File: src/rtl/uart_pkg.sv
`default_nettype none
// ============================================================================
// uart_pkg : state encoding and frame constants shared by the UART RX/TX pair
// Revision : 1.0
// ============================================================================
package uart_pkg;

  localparam int DATA_BITS = 8;

  typedef enum logic [1:0] {
    IDLE  = 2'd0,
    START = 2'd1,
    DATA  = 2'd2,
    STOP  = 2'd3
  } uart_state_e;

endpackage
`default_nettype wire

File: src/rtl/uart_rx_if.sv
`default_nettype none
// ============================================================================
// uart_rx_if : serial line plus byte-stream handshake of the UART receiver
// Revision   : 1.0
// ============================================================================
interface uart_rx_if;

  logic                           rx_line;
  logic [uart_pkg::DATA_BITS-1:0] rx_data;
  logic                           rx_valid;
  logic                           rx_ready;
  logic                           framing_error;
  logic                           overrun;
  logic                           busy;

  // master: the receiver itself; slave: line driver and byte consumer
  modport master (
    input  rx_line,
    input  rx_ready,
    output rx_data,
    output rx_valid,
    output framing_error,
    output overrun,
    output busy
  );

  modport slave (
    output rx_line,
    output rx_ready,
    input  rx_data,
    input  rx_valid,
    input  framing_error,
    input  overrun,
    input  busy
  );

endinterface
`default_nettype wire

File: src/rtl/sync_2ff.sv
`default_nettype none
// ============================================================================
// sync_2ff : two-flop synchronizer for a single asynchronous bit
// Revision : 1.0
// ============================================================================
module sync_2ff #(
  parameter logic RESET_VAL = 1'b1
) (
  input  wire logic clk,
  input  wire logic rst,
  input  wire logic d,
  output logic      q
);

  logic meta_q, meta_d;
  logic sync_q, sync_d;

  always_comb begin
    meta_d = d;
    sync_d = meta_q;
  end

  always_ff @(posedge clk) begin
    if (rst) begin
      meta_q <= RESET_VAL;
      sync_q <= RESET_VAL;
    end else begin
      meta_q <= meta_d;
      sync_q <= sync_d;
    end
  end

  assign q = sync_q;

endmodule
`default_nettype wire

File: src/rtl/uart_rx.sv
`default_nettype none
// ============================================================================
// uart_rx  : 8N1 UART receiver, mid-bit sampling, valid/ready byte output
// Revision : 1.0
// ============================================================================
module uart_rx
  import uart_pkg::*;
#(
  parameter int CLKS_PER_BIT = 8  // must be at least 4
) (
  input  wire logic  clock,
  input  wire logic  reset,
  uart_rx_if.master  bus
);

  localparam int CNT_W = $clog2(CLKS_PER_BIT);
  localparam int BIT_W = $clog2(DATA_BITS);
  localparam logic [CNT_W-1:0] C_CNT_HALF = CNT_W'(CLKS_PER_BIT / 2 - 1);
  localparam logic [CNT_W-1:0] C_CNT_LAST = CNT_W'(CLKS_PER_BIT - 1);
  localparam logic [BIT_W-1:0] C_BIT_LAST = BIT_W'(DATA_BITS - 1);

  logic                 rx_s;
  uart_state_e          state_q, state_d;
  logic [CNT_W-1:0]     cnt_q, cnt_d;
  logic [BIT_W-1:0]     bit_idx_q, bit_idx_d;
  logic [DATA_BITS-1:0] shift_q, shift_d;
  logic                 edge_q, edge_d;
  logic [DATA_BITS-1:0] rx_data_q, rx_data_d;
  logic                 rx_valid_q, rx_valid_d;
  logic                 framing_error_q, framing_error_d;
  logic                 overrun_q, overrun_d;
  logic                 byte_done;

  sync_2ff #(
    .RESET_VAL (1'b1)
  ) u_sync (
    .clk (clock),
    .rst (reset),
    .d   (bus.rx_line),
    .q   (rx_s)
  );

  always_comb begin
    state_d         = state_q;
    cnt_d           = cnt_q;
    bit_idx_d       = bit_idx_q;
    shift_d         = shift_q;
    edge_d          = rx_s;
    rx_data_d       = rx_data_q;
    rx_valid_d      = rx_valid_q;
    framing_error_d = 1'b0;
    overrun_d       = 1'b0;
    byte_done       = 1'b0;

    if (rx_valid_q && bus.rx_ready) begin
      rx_valid_d = 1'b0;
    end

    case (state_q)
      IDLE: begin
        cnt_d     = '0;
        bit_idx_d = '0;
        // only a 1->0 transition starts a frame, so a stuck-low line is ignored
        if (edge_q && !rx_s) begin
          state_d = START;
        end
      end
      START: begin
        if (cnt_q == C_CNT_HALF) begin
          cnt_d   = '0;
          state_d = rx_s ? IDLE : DATA;
        end else begin
          cnt_d = cnt_q + CNT_W'(1);
        end
      end
      DATA: begin
        if (cnt_q == C_CNT_LAST) begin
          cnt_d     = '0;
          shift_d   = {rx_s, shift_q[DATA_BITS-1:1]};
          bit_idx_d = bit_idx_q + BIT_W'(1);
          if (bit_idx_q == C_BIT_LAST) begin
            state_d = STOP;
          end
        end else begin
          cnt_d = cnt_q + CNT_W'(1);
        end
      end
      STOP: begin
        if (cnt_q == C_CNT_LAST) begin
          cnt_d   = '0;
          state_d = IDLE;
          if (rx_s) begin
            byte_done = 1'b1;
          end else begin
            framing_error_d = 1'b1;
          end
        end else begin
          cnt_d = cnt_q + CNT_W'(1);
        end
      end
      default: begin
        state_d = IDLE;
      end
    endcase

    // a byte completing while the consumer still holds the previous one is dropped
    if (byte_done) begin
      if (!rx_valid_q || bus.rx_ready) begin
        rx_data_d  = shift_q;
        rx_valid_d = 1'b1;
      end else begin
        overrun_d = 1'b1;
      end
    end
  end

  always_ff @(posedge clock) begin
    if (reset) begin
      state_q         <= IDLE;
      cnt_q           <= '0;
      bit_idx_q       <= '0;
      shift_q         <= '0;
      edge_q          <= 1'b1;
      rx_data_q       <= '0;
      rx_valid_q      <= 1'b0;
      framing_error_q <= 1'b0;
      overrun_q       <= 1'b0;
    end else begin
      state_q         <= state_d;
      cnt_q           <= cnt_d;
      bit_idx_q       <= bit_idx_d;
      shift_q         <= shift_d;
      edge_q          <= edge_d;
      rx_data_q       <= rx_data_d;
      rx_valid_q      <= rx_valid_d;
      framing_error_q <= framing_error_d;
      overrun_q       <= overrun_d;
    end
  end

  assign bus.rx_data       = rx_data_q;
  assign bus.rx_valid      = rx_valid_q;
  assign bus.framing_error = framing_error_q;
  assign bus.overrun       = overrun_q;
  assign bus.busy          = (state_q != IDLE);

endmodule
`default_nettype wire

File: src/flat_wrapper.sv
// flat-port wrapper written by rule: the top's interface ports become plain ports
module uart_rx_flat import uart_pkg::*;
#(
  parameter int CLKS_PER_BIT = 8                       
)
  (clock, reset, bus_rx_line, bus_rx_ready, bus_rx_data, bus_rx_valid, bus_framing_error, bus_overrun, bus_busy);
  uart_rx_if bus_i ();
  input  wire logic clock;
  input  wire logic reset;
  input wire logic [$bits(bus_i.rx_line)-1:0] bus_rx_line;
  input wire logic [$bits(bus_i.rx_ready)-1:0] bus_rx_ready;
  output wire logic [$bits(bus_i.rx_data)-1:0] bus_rx_data;
  output wire logic [$bits(bus_i.rx_valid)-1:0] bus_rx_valid;
  output wire logic [$bits(bus_i.framing_error)-1:0] bus_framing_error;
  output wire logic [$bits(bus_i.overrun)-1:0] bus_overrun;
  output wire logic [$bits(bus_i.busy)-1:0] bus_busy;
  assign bus_i.rx_line = bus_rx_line;
  assign bus_i.rx_ready = bus_rx_ready;
  assign bus_rx_data = bus_i.rx_data;
  assign bus_rx_valid = bus_i.rx_valid;
  assign bus_framing_error = bus_i.framing_error;
  assign bus_overrun = bus_i.overrun;
  assign bus_busy = bus_i.busy;
  uart_rx #(.CLKS_PER_BIT(CLKS_PER_BIT)) u_core (.clock(clock), .reset(reset), .bus(bus_i));
endmodule
File: config.mk
export PLATFORM = sky130hd
export DESIGN_NAME = uart_rx_flat
export DESIGN_NICKNAME = d
export VERILOG_FILES = /design/src/rtl/uart_pkg.sv /design/src/rtl/uart_rx_if.sv /design/src/rtl/sync_2ff.sv /design/src/rtl/uart_rx.sv /design/src/flat_wrapper.sv
export SDC_FILE = /design/constraint.sdc
export NUM_CORES = 1
export LEC_CHECK = 0
export ABC_CLOCK_PERIOD_IN_PS = 1700
export BUFFER_PORTS_ARGS = -buffer_cell sky130_fd_sc_hd__buf_2
export CORE_AREA = 2 2 57 59
export DETAILED_ROUTE_END_ITERATION = 8
export DIE_AREA = 0 0 59 61
export MAX_ROUTING_LAYER = met4
export PLACE_DENSITY = 0.72
export SYNTH_ARGS = -nofsm -noshare
export SYNTH_HDL_FRONTEND = slang
export SYNTH_SLANG_ARGS = --single-unit
File: constraint.sdc
create_clock -name clock -period 1.7 [get_ports clock]
set_clock_uncertainty 0.2 [all_clocks]
set_input_delay 0.17 -clock clock [delete_from_list [all_inputs] [get_ports clock]]
set_output_delay 0.17 -clock clock [all_outputs]
set_load 0.03 [all_outputs]
=== Word-level counts from Yosys, hierarchy flattened ===
Cells that the tools add are included.
W data, S select, Z words.

* Flip-flop bits (word level): 30
* Input port bits: 4
* Output and inout port bits: 12
* Logic and storage cells: 62

* Add/subtract/negate cells: 2
* Eq/ne operators: 11
* Mux-type cells: 20
* Bitwise operators: 3
* Reduce and logical (&&, ||, !) cells: 15

{| class="wikitable"
|+ Operator list
! operator !! count
|-
| $mux W2 || 6
|-
| $ne A2 B1 Y1 const B || 5
|-
| $mux W3 || 3
|-
| $pmux W3 S3 || 1
|-
| $mux W1 || 8
|-
| $pmux W2 S4 || 1
|-
| $add A3 B1 Y3 const B || 2
|-
| $eq A3 B3 Y1 const B || 2
|-
| $pmux W3 S2 || 1
|-
| $reduce_and A2 Y1 || 3
|-
| $reduce_and A5 Y1 || 1
|-
| $eq A2 B2 Y1 const B || 2
|-
| $reduce_bool A2 Y1 || 2
|-
| $reduce_or A2 Y1 || 2
|-
| $eq A3 B2 Y1 const B || 1
|-
| $not A1 Y1 || 3
|-
| $reduce_or A3 Y1 || 1
|-
| $eq A2 B1 Y1 const B || 1
|-
| $logic_and A1 B1 Y1 || 2
|-
| $logic_not A1 Y1 || 2
|-
| $logic_not A2 Y1 || 1
|-
| $logic_or A1 B1 Y1 || 1
|}

=== Depth between registers and ports, before layout ===
Gate-level depths: netlist of the first run.

* Word-level depth: 5
* Gate-level depth with buffers: 6
* Mapped depth without buffers: 6

=== Hierarchy ===
From an unflattened synthesis of the first run, not the netlist that was laid out.

* Cell total of the unflattened synthesis: 131
* Area total of the unflattened synthesis: 1255.0 µm²

{| class="wikitable"
|+ By module, submodules not included
! module !! instances !! cells an instance !! area an instance (µm²) !! seq. area each (µm²)
|-
| uart_rx || 1 || 127 || 1202.4 || 560.5
|-
| sync_2ff || 1 || 4 || 52.6 || 40.0
|}

=== Worst setup path after synthesis of the first run ===
Ideal clock, no wire load.

* Path kind: register -> register
* Start: register u_core.cnt_q[0]
* End: register u_core.rx_data_q[0] (netlist: u_core.bus.rx_data[0])
* Library setup time: 0.072 ns
* Data arrival time: 1.313 ns
* Required time: 1.428 ns
* Slack: 0.115 ns
* Stages on the path, launching flop included: 7
* Path buffers: 1
* Clock period less this slack: 1.585 ns
* Path through: dfxtp_1 -> ha_1 -> ha_1 -> nand4_1 -> nor2b_1 -> buf_4 -> mux2i_1

* Cells in the longest elaborated chain, start to end: 4

{| class="wikitable"
|+ RTL lines
! what !! line !! text
|-
| start: declaration || uart_rx.sv:24 || <nowiki>logic [CNT_W-1:0] cnt_q, cnt_d;</nowiki>
|-
| start signal: assignment || uart_rx.sv:130 || <nowiki>cnt_q <= cnt_d;</nowiki>
|-
| $eq A3 B3 Y1 || uart_rx.sv:89 || <nowiki>if (cnt_q == C_CNT_LAST) begin</nowiki>
|-
| $mux W1 || uart_rx.sv:89 ||
|-
| $mux W1 || uart_rx.sv:59 || <nowiki>case (state_q)</nowiki>
|-
| $reduce_and A2 Y1 (no source line) || - ||
|-
| end signal: assignment || uart_rx.sv:134 || <nowiki>rx_data_q <= rx_data_d;</nowiki>
|-
| end: declaration || uart_rx.sv:28 || <nowiki>logic [DATA_BITS-1:0] rx_data_q, rx_data_d;</nowiki>
|}

Every way passes these cells.
A chain may end at the register's enable or synchronous reset.

==> results_dict.tcl, run 1 <==
set metrics [dict create \
    status "finished clean" \
    ctsLongestPathBuffers 2 \
    setup_viol 0 \
    crit_type "flip-flop to output pin" \
    synthMuxAreaShare_pct 14.31 \
    grt.overflow.total 0 \
    synthSimpleGateAreaFrac_pct 22.94 \
    synth.area.top_cells "dfxtp_1 (47%), mux2i_1 (13%), nand2b_1 (8.3%)" \
    cp.required_ns 1.33 \
    hold_path_class "input port to flip-flop" \
    ys_warn_count 0 \
    wl_per_cell_um 10.78 \
    fp.dieArea_sq_um 3599 \
    ys_ff_latch 30 \
    max_cap_viol_count 0 \
    drive_gt1_share_pct 28.00 \
    num_vias 903 \
    async_reset_ff_share_pct 0 \
    cts_sinks 30 \
    timing.fmax_mhz 616.6 \
    internal-power_uw 1226 \
    grt_pass1_wl_mm 3.498 \
    worstSkewPairLatency_ns 0.33 \
    synth_top_area_cell "dfxtp_1" \
    port_buffers 15 \
    clock_tree.root_cell "clkbuf_4" \
    synth_compound_area_share_pct 4.412 \
    slew_violations 0 \
    grt_max_degree 38 \
    drt-initial-drc-count 17 \
    layout_common_cells "dfxtp_1 (27), nand2b_1 (17), mux2i_1 (15)" \
    leakagePower_uw 0.0006799 \
    syn_inst 126 \
    rsz0062_at_grt "true" \
    drc_errors 0 \
    ios 16 \
    syn_area_sq_um 1276 \
    synth.distinct_cells 28 \
    first_pass_iters 4 \
    clock_power_share_pct 49.5 \
    routabilityCongestion 0.7684 \
    p_sw_share_pct 17.76 \
    cts.htree.levels 2 \
    hpwlAfterDp_mm 1.394 \
    fp-row-count 20 \
    synth_edf_count 0 \
    grt_pass1_vias 823 \
    critPathCaptureType "output pin" \
    synth_nets 137 \
    powerDensity_nw_per_um2 946.3 \
    antenna_found_initial 0 \
    vdd_drop_max_mv 0.4450 \
    cts_buffers 5 \
    drtAntennaViolNets 0 \
    cp-start-kind "flip-flop" \
    tightest_slew_ns 0.5186 \
    synth_top_family_by_area "simple AND/OR/NAND/NOR gates" \
    synth_top_area_share_pct 47.06 \
    final.min_clock_period_ns 1.622 \
    viasPerCell 4.934 \
    fin_hold_ws_ns 0.09234 \
    hold_viol 0 \
    mostFrequentLayoutCell "dfxtp_1" \
    gr-usage-all-layers_pct 13.87 \
    fin_crit_sh_pct 95.41 \
    syn_area_per_cell_sq_um 10.13 \
    routed_wl_mm 1.973 \
    combPwrFrac_pct 2.8 \
    dieWidth_um 59 \
    ys_seq_area_share_pct 47.06 \
    arrival_ns 1.25 \
    diodes 0 \
    relSlewSlack_pct 65.43 \
    cts_tree "yes" \
    initial_core_util_pct 43.22 \
    clkTransAtPathRegs_ns 0.10 \
    p_switching_uw 264.8 \
    pwr-share-seq_pct 47.7 \
    fin_util_pct 53.35 \
    synthToLayoutAreaGrowth_pct 23.43 \
    synth_xor_area_share_pct 0 \
    nets 160 \
    ys.flop_type "dfxtp_1" \
    path_max_fanout 7 \
    core_sq_um 2953 \
    synthAdderAreaFrac_pct 6.863 \
    die_h_um 61 \
    fillers 287 \
]
-- timing repair --
item / 4_1_cts / 5_1_grt
endpoints found under the hold margin: 3 / 0
endpoints found under the setup margin: 9 / 22
gates cloned: 0 / 0
hold buffers: 2 / 0
resized for setup: 3 / 11
pin swaps: 1 / 1
buffers inserted: 0 / 1
-- state kept, by name, summed over array words and instances (netlist names), named ones only --
signal and count:
u_core.bus.rx_data 8, u_core.shift_q 8, u_core.bit_idx_q 3, u_core.cnt_q 3, u_core.bus.framing_error 1, u_core.bus.overrun 1
u_core.bus.rx_valid 1, u_core.edge_q 1, u_core.state_q 1, u_core.u_sync.meta_q 1, u_core.u_sync.q 1
-- metrics by stage --
step                std cells   TNS, ns  power, uW  setup slack, ns  area [sq um]
CTS                       182         0       1513         0.001597          1539
floorplan                 126         0      756.6           0.1151          1276
finish                    183         0       1491          0.07811          1575
global route              183   -0.2981       1553         -0.04833          1575
detailed placement        172  -0.09006      765.3         -0.02750          1401
global placement          172         0      764.5          0.05709          1401
-- metal layers --
metal | global-route usage, % | part of all wire [%]
met5 | - | 0
met3 | 6.397 | 5.2
met2 | 22.70 | 48
met4 | 5.844 | 0.51
met1 | 14.42 | 47
-- power by group through the flow --
stage | Combinational, uW | Sequential, uW | Clock (uW)
4_1_cts | 40.3 | 712 | 761
5_1_grt | 46.1 | 712 | 795
3_5_place_dp | 36.8 | 728 | 0
6_report | 41.7 | 711 | 738
3_3_place_gp | 36.3 | 728 | 0
2_1_floorplan | 30.6 | 726 | 0
-- cells in the mapped netlist, drive strengths merged, types with 2 or more instances --
| master | instances |
|---|---|
| clkbuf | 2 |
| or2 | 5 |
| nand2 | 3 |
| mux2i | 16 |
| nor3 | 2 |
| mux2 | 2 |
| nand2b | 17 |
| ha | 7 |
| buf | 6 |
| o21ai | 3 |
| dfxtp | 30 |
| inv | 2 |
| nor2b | 2 |
| nor2 | 12 |
| a21oi | 5 |
| nor3b | 3 |
-- cells by family after synthesis --
kind of cell	count (synthesis)
AOI/OAI and AO/OA	10
adders and majority gates	7
buffers and inverters	10
DFF	30
muxes	18
and+or+nand+nor	51
-- layout make-up --
| type | count | area [sq um] | share of cell area, % |
|---|---|---|---|
| repair buffers | 24 | 170.2 | 10.80 |
| multi-input cells | 86 | 638.1 | 40.51 |
| inverters | 2 | 7.507 | 0.4766 |
| well taps | 33 | 41.29 | 2.621 |
| flip-flops and latches | 30 | 606.8 | 38.52 |
| clock buffers | 6 | 51.30 | 3.257 |
| clock inverters | 2 | 60.06 | 3.813 |
-- critical path, cell delays in order (launching register included) --
cell and delay (ns):
dfxtp_4 0.35, buf_4 0.15, or2_2 0.28, buf_6 0.14
-- final timing paths --
check | slack [ns] | start | end | depth (start not counted)
worst max-delay path | 0.08 | flip-flop | bus_busy | 3
worst min-delay path | 0.09 | reset | u_core.shift_q[1] | 2
worst max register to register | 0.09 | u_core.cnt_q[0] | u_core.bus.rx_data[1] | 6
worst min register to register | 0.22 | u_core.u_sync.meta_q | u_core.u_sync.q | 1
Power figures use the tool's default switching activity.
==> run 2: changes to the inputs <==
--- a/config.mk
+++ b/config.mk
@@ -6,12 +6,12 @@
 export NUM_CORES = 1
 export LEC_CHECK = 0
 export ABC_CLOCK_PERIOD_IN_PS = 1700
-export BUFFER_PORTS_ARGS = -buffer_cell sky130_fd_sc_hd__buf_2
 export CORE_AREA = 2 2 57 59
 export DETAILED_ROUTE_END_ITERATION = 8
 export DIE_AREA = 0 0 59 61
+export DONT_BUFFER_PORTS = 1
 export MAX_ROUTING_LAYER = met4
-export PLACE_DENSITY = 0.72
+export PLACE_DENSITY = 0.67
 export SYNTH_ARGS = -nofsm -noshare
 export SYNTH_HDL_FRONTEND = slang
 export SYNTH_SLANG_ARGS = --single-unit
==> run 2 against run 1 <==
Net effect: first-iteration DRC count increased by 82%; global-route usage decreased by 0.28 points; cell area decreased by 6.0%; maximum frequency about the same; clock power decreased by 46%; critical path type is now flip-flop to flip-flop; critical endpoint is now u_core.bit_idx_q[0].
==> results_dict.tcl, run 2 (synthesis results as in run 1) <==
set metrics [dict create \
    arrival_ns 1.58 \
    cts_sinks 30 \
    drive_gt1_share_pct 19.57 \
    grt_pass1_wl_mm 3.394 \
    cp_cell_sequence "ha_4, ha_2, buf_4, and2b_1, o21ai_0, a21oi_1" \
    grt_max_degree 35 \
    worstSkewPairLatency_ns 0.32 \
    grt_pass1_vias 827 \
    hold_path_class "flip-flop to flip-flop" \
    layout_common_cells "dfxtp_1 (27), nand2b_1 (17), mux2i_1 (16)" \
    routabilityCongestion 0.7377 \
    drt-initial-drc-count 31 \
    fin_crit_sh_pct 95.41 \
    cts.htree.levels 2 \
    path_max_fanout 5 \
    dieWidth_um 59 \
    hold_depth 1 \
    status "finished clean" \
    vdd_drop_max_mv 0.4338 \
    synthToLayoutAreaGrowth_pct 15.98 \
    drtAntennaViolNets 0 \
    cp-start-kind "flip-flop" \
    critPathCaptureType "flip-flop" \
    place_inst 159 \
    cts_tree "yes" \
    place_ws_ns -0.01381 \
    hold_viol 0 \
    first_pass_iters 4 \
    clock_tree.root_cell "clkbuf_4" \
    initial_core_util_pct 43.22 \
    mostFrequentLayoutCell "dfxtp_1" \
    timing.fmax_mhz 616.5 \
    tightest_slew_ns 0.9703 \
    final.min_clock_period_ns 1.622 \
    slew_violations 0 \
    core_sq_um 2953 \
    drc_errors 0 \
    grt.overflow.total 0 \
    fillers 286 \
    num_vias 873 \
    ctsLongestPathBuffers 2 \
    powerDensity_nw_per_um2 779.2 \
    nets 150 \
    slowest_delay_ns 0.35 \
    gr-usage-all-layers_pct 13.59 \
    fin_setup_tns_ns 0 \
    die_h_um 61 \
    fp.dieArea_sq_um 3599 \
    wl_per_cell_um 12.47 \
    fp-row-count 20 \
    leakagePower_uw 0.0005929 \
    worst-r2r-cell-count 6 \
    max_cap_viol_count 0 \
    multi_input_area_sq_um 649.4 \
    port_buffers 0 \
    relSlewSlack_pct 35.31 \
    ios 16 \
    diodes 0 \
    setup_slack_ns 0.07805 \
    routed_wl_mm 2.132 \
    crit_type "flip-flop to flip-flop" \
    cp.required_ns 1.66 \
    antenna_found_initial 0 \
    regArea_sq_um 604.3 \
    cts_buffers 5 \
    setup_viol 0 \
    cp_slowest_cell "dfxtp_2" \
    rsz0062_at_grt "false" \
    clkTransAtPathRegs_ns 0.08 \
    instances_no_fill 171 \
    viasPerCell 5.105 \
]
-- run 2: where the power goes --
part / internal [uW] / leakage [uW] / switching [uW] / total [uW]
clock network: 186 / 0.0000302 / 213 / 399
registers: 707 / 0.000244 / 3.81 / 711
logic: 23.2 / 0.000319 / 20.1 / 43.2
-- run 2: final timing paths --
kind                                      start                  end  slack, ns
worst max register to register  u_core.cnt_q[0]  u_core.bit_idx_q[0]       0.08
worst min register to register  u_core.cnt_q[0]      u_core.cnt_q[0]       0.24
worst max-delay path            u_core.cnt_q[0]  u_core.bit_idx_q[0]       0.08
worst min-delay path            u_core.cnt_q[0]      u_core.cnt_q[0]       0.24
-- run 2: final cells by class --
class / instances / area share [%]
Tap cell: 33 / 2.790
Timing Repair Buffer: 14 / 8.538
Sequential cell: 30 / 40.83
Clock buffer: 6 / 3.466
Multi-Input combinational cell: 86 / 43.87
Inverter: 2 / 0.5072
-- run 2: critical path: cells and delay by family (launching register included) --
kind | cells | cell delay [ns]
flops | 1 | 0.35
fa+ha+maj | 2 | 0.34
compound gates | 2 | 0.23
simple gates | 1 | 0.21
buf+inv | 1 | 0.13
-- run 2: timing repair --
| action | 4_1_cts | 5_1_grt |
|---|---|---|
| hold endpoints to repair | 30 | 0 |
| hold buffers | 6 | 0 |
| endpoints found under the setup margin | 8 | 22 |
| pin swaps | 0 | 1 |
| resized for setup | 3 | 9 |
| setup buffers | 0 | 0 |
| gates cloned | 0 | 0 |
-- run 2: metrics by stage --
stage	total power, uW	hold WS, ns	utilization [%]	cell area, sq um
detailed placement	751.2	0.04595	45.00	1329
global placement	750.4	0.04390	45.00	1329
floorplan	756.6	0.07381	-	1276
finish	1153	0.2389	50.13	1480
CTS	1174	0.2527	49.07	1449
global route	1207	0.2690	50.13	1480
-- run 2: metal layers --
layer | up-vias | global-route usage [%] | part of all wire, %
li1 | 448 | - | -
met5 | - | - | 0
met2 | 13 | 23.02 | 49
met4 | 0 | 5.844 | 2.0
met3 | 5 | 6.823 | 4.6
met1 | 407 | 13.11 | 44
==> run 3: changes to the inputs <==
--- a/config.mk
+++ b/config.mk
@@ -12,6 +12,7 @@
 export DONT_BUFFER_PORTS = 1
 export MAX_ROUTING_LAYER = met4
 export PLACE_DENSITY = 0.67
+export REMOVE_ABC_BUFFERS = 1
 export SYNTH_ARGS = -nofsm -noshare
 export SYNTH_HDL_FRONTEND = slang
 export SYNTH_SLANG_ARGS = --single-unit
==> run 3 against run 2 <==
Net effect: wire length up 15%; count of clock-buffer cells in the layout unchanged; setup slack better by 0.0045 ns; cell area up 13%; global-route usage up 1.9 points; non-clock buffer count up 13; final cell count up 8.8%; die area unchanged; core utilization up 6.4 points; combinational power down 6.7%; clock power up 86%; critical endpoint is now bus_busy; largest cell class unchanged.
==> results_dict.tcl, run 3 (synthesis results as in run 1) <==
set metrics [dict create \
    status "finished clean" \
    drt-initial-drc-count 13 \
    drc_errors 0 \
    worstSkewPairLatency_ns 0.33 \
    grt_pass1_vias 915 \
    setup_slack_ns 0.08260 \
    antenna_found_initial 0 \
    powerDensity_nw_per_um2 896.8 \
    internal-power_uw 1228 \
    fin_hold_ws_ns 0.2470 \
    drtAntennaViolNets 0 \
    leakagePower_uw 0.0006336 \
    grt.overflow.total 0 \
    hpwlAfterDp_mm 1.399 \
    clkTransAtPathRegs_ns 0.09 \
    clock_tree.root_cell "clkbuf_4" \
    max_cap_viol_count 0 \
    port_buffers 0 \
    relSlewSlack_pct 50.10 \
    tightest_slew_ns 0.7460 \
    viasPerCell 5.005 \
    place_ws_ns 0.02603 \
    grt_max_degree 22 \
    stdcell_area_sq_um 1668 \
    pwr-share-seq_pct 47.6 \
    combPwrFrac_pct 2.7 \
    diodes 0 \
    fin_setup_tns_ns 0 \
    num_vias 931 \
    synthToLayoutAreaGrowth_pct 30.69 \
    routed_wl_mm 2.448 \
    path_max_fanout 10 \
    ctsLongestPathBuffers 2 \
    placed_area_sq_um 1341 \
    cts.htree.levels 2 \
    fp.dieArea_sq_um 3599 \
    gr-usage-all-layers_pct 15.53 \
    mostFrequentLayoutCell "dfxtp_1" \
    grt_pass1_wl_mm 3.877 \
    dieWidth_um 59 \
    p_switching_uw 267.4 \
    fp-row-count 20 \
    vdd_drop_max_mv 0.4088 \
    cp.required_ns 1.33 \
    timing.fmax_mhz 618.3 \
    first_pass_iters 4 \
    die_h_um 61 \
    cts_tree "yes" \
    layout_common_cells "dfxtp_1 (28), dlygate4sd3_1 (19), nand2b_1 (17)" \
    critPathCaptureType "output pin" \
    drive_gt1_share_pct 17.65 \
    slew_violations 0 \
    ios 16 \
    routabilityCongestion 0.7410 \
    hold_viol 0 \
    hold_path_class "flip-flop to flip-flop" \
    initial_core_util_pct 43.22 \
    wl_per_cell_um 13.16 \
    final.min_clock_period_ns 1.617 \
    cts_sinks 30 \
    arrival_ns 1.25 \
    cts_buffers 5 \
    clock_power_share_pct 49.7 \
    p_sw_share_pct 17.88 \
    core_sq_um 2953 \
    fin_crit_sh_pct 95.14 \
    crit_type "flip-flop to output pin" \
    cp-start-kind "flip-flop" \
    nets 163 \
    setup_viol 0 \
]
run 3: worst paths after layout:
kind / startpoint / end / slack (ns) / depth (start not counted)
worst max register to register: u_core.bus.rx_data[2] / u_core.bus.rx_data[2] / 0.08 / 3
worst max-delay path: u_core.state_q[0] / bus_busy / 0.08 / 2
worst min register to register: u_core.cnt_q[0] / u_core.cnt_q[0] / 0.25 / 1
worst min-delay path: u_core.cnt_q[0] / u_core.cnt_q[0] / 0.25 / 1
run 3: repair_timing:
| item | in CTS | in global routing |
|---|---|---|
| setup buffers | 0 | 0 |
| hold buffers | 19 | 0 |
| setup endpoints to repair | 0 | 22 |
| gates resized for setup | 0 | 8 |
| endpoints found under the hold margin | 30 | 0 |
run 3: critical path: stages (launching register included):
cell and delay [ns]:
dfxtp_1 0.36, buf_4 0.18, or2_2 0.39
run 3: area by class of cell:
cell class,instances,area [sq um]
Fill cell,257,1285
Clock buffer,6,51.30
Multi-Input combinational cell,86,638.1
Tap cell,33,41.29
Timing Repair Buffer,27,266.5
Sequential cell,30,603.1
Clock inverter,2,60.06
Inverter,2,7.507
run 3: metrics by stage:
step | std cells | total power, uW | util (%)
after floorplan | 118 | 745.9 | -
after global placement | 159 | 750.4 | 45.42
after detailed placement | 159 | 750.8 | 45.42
after CTS | 186 | 1516 | 55.64
after global routing | 186 | 1539 | 56.48
final | 186 | 1496 | 56.48
run 3: power by group through the flow:
stage	clock [uW]	combinational [uW]	sequential (uW)
after global placement	0	23.3	727
final	744	40.3	712
after global routing	783	43.2	713
after detailed placement	0	23.5	727
after floorplan	0	18.1	728
after CTS	765	39.3	711
run 3: routing by layer:
| metal | track usage (%) | up-vias | wire length, um |
|---|---|---|---|
| met2 | 23.33 | 25 | 1209 |
| met4 | 11.04 | 0 | 48 |
| met1 | 17.30 | 430 | 1046 |
| met5 | - | - | 0 |
| li1 | - | 472 | - |
| met3 | 5.117 | 4 | 144 |
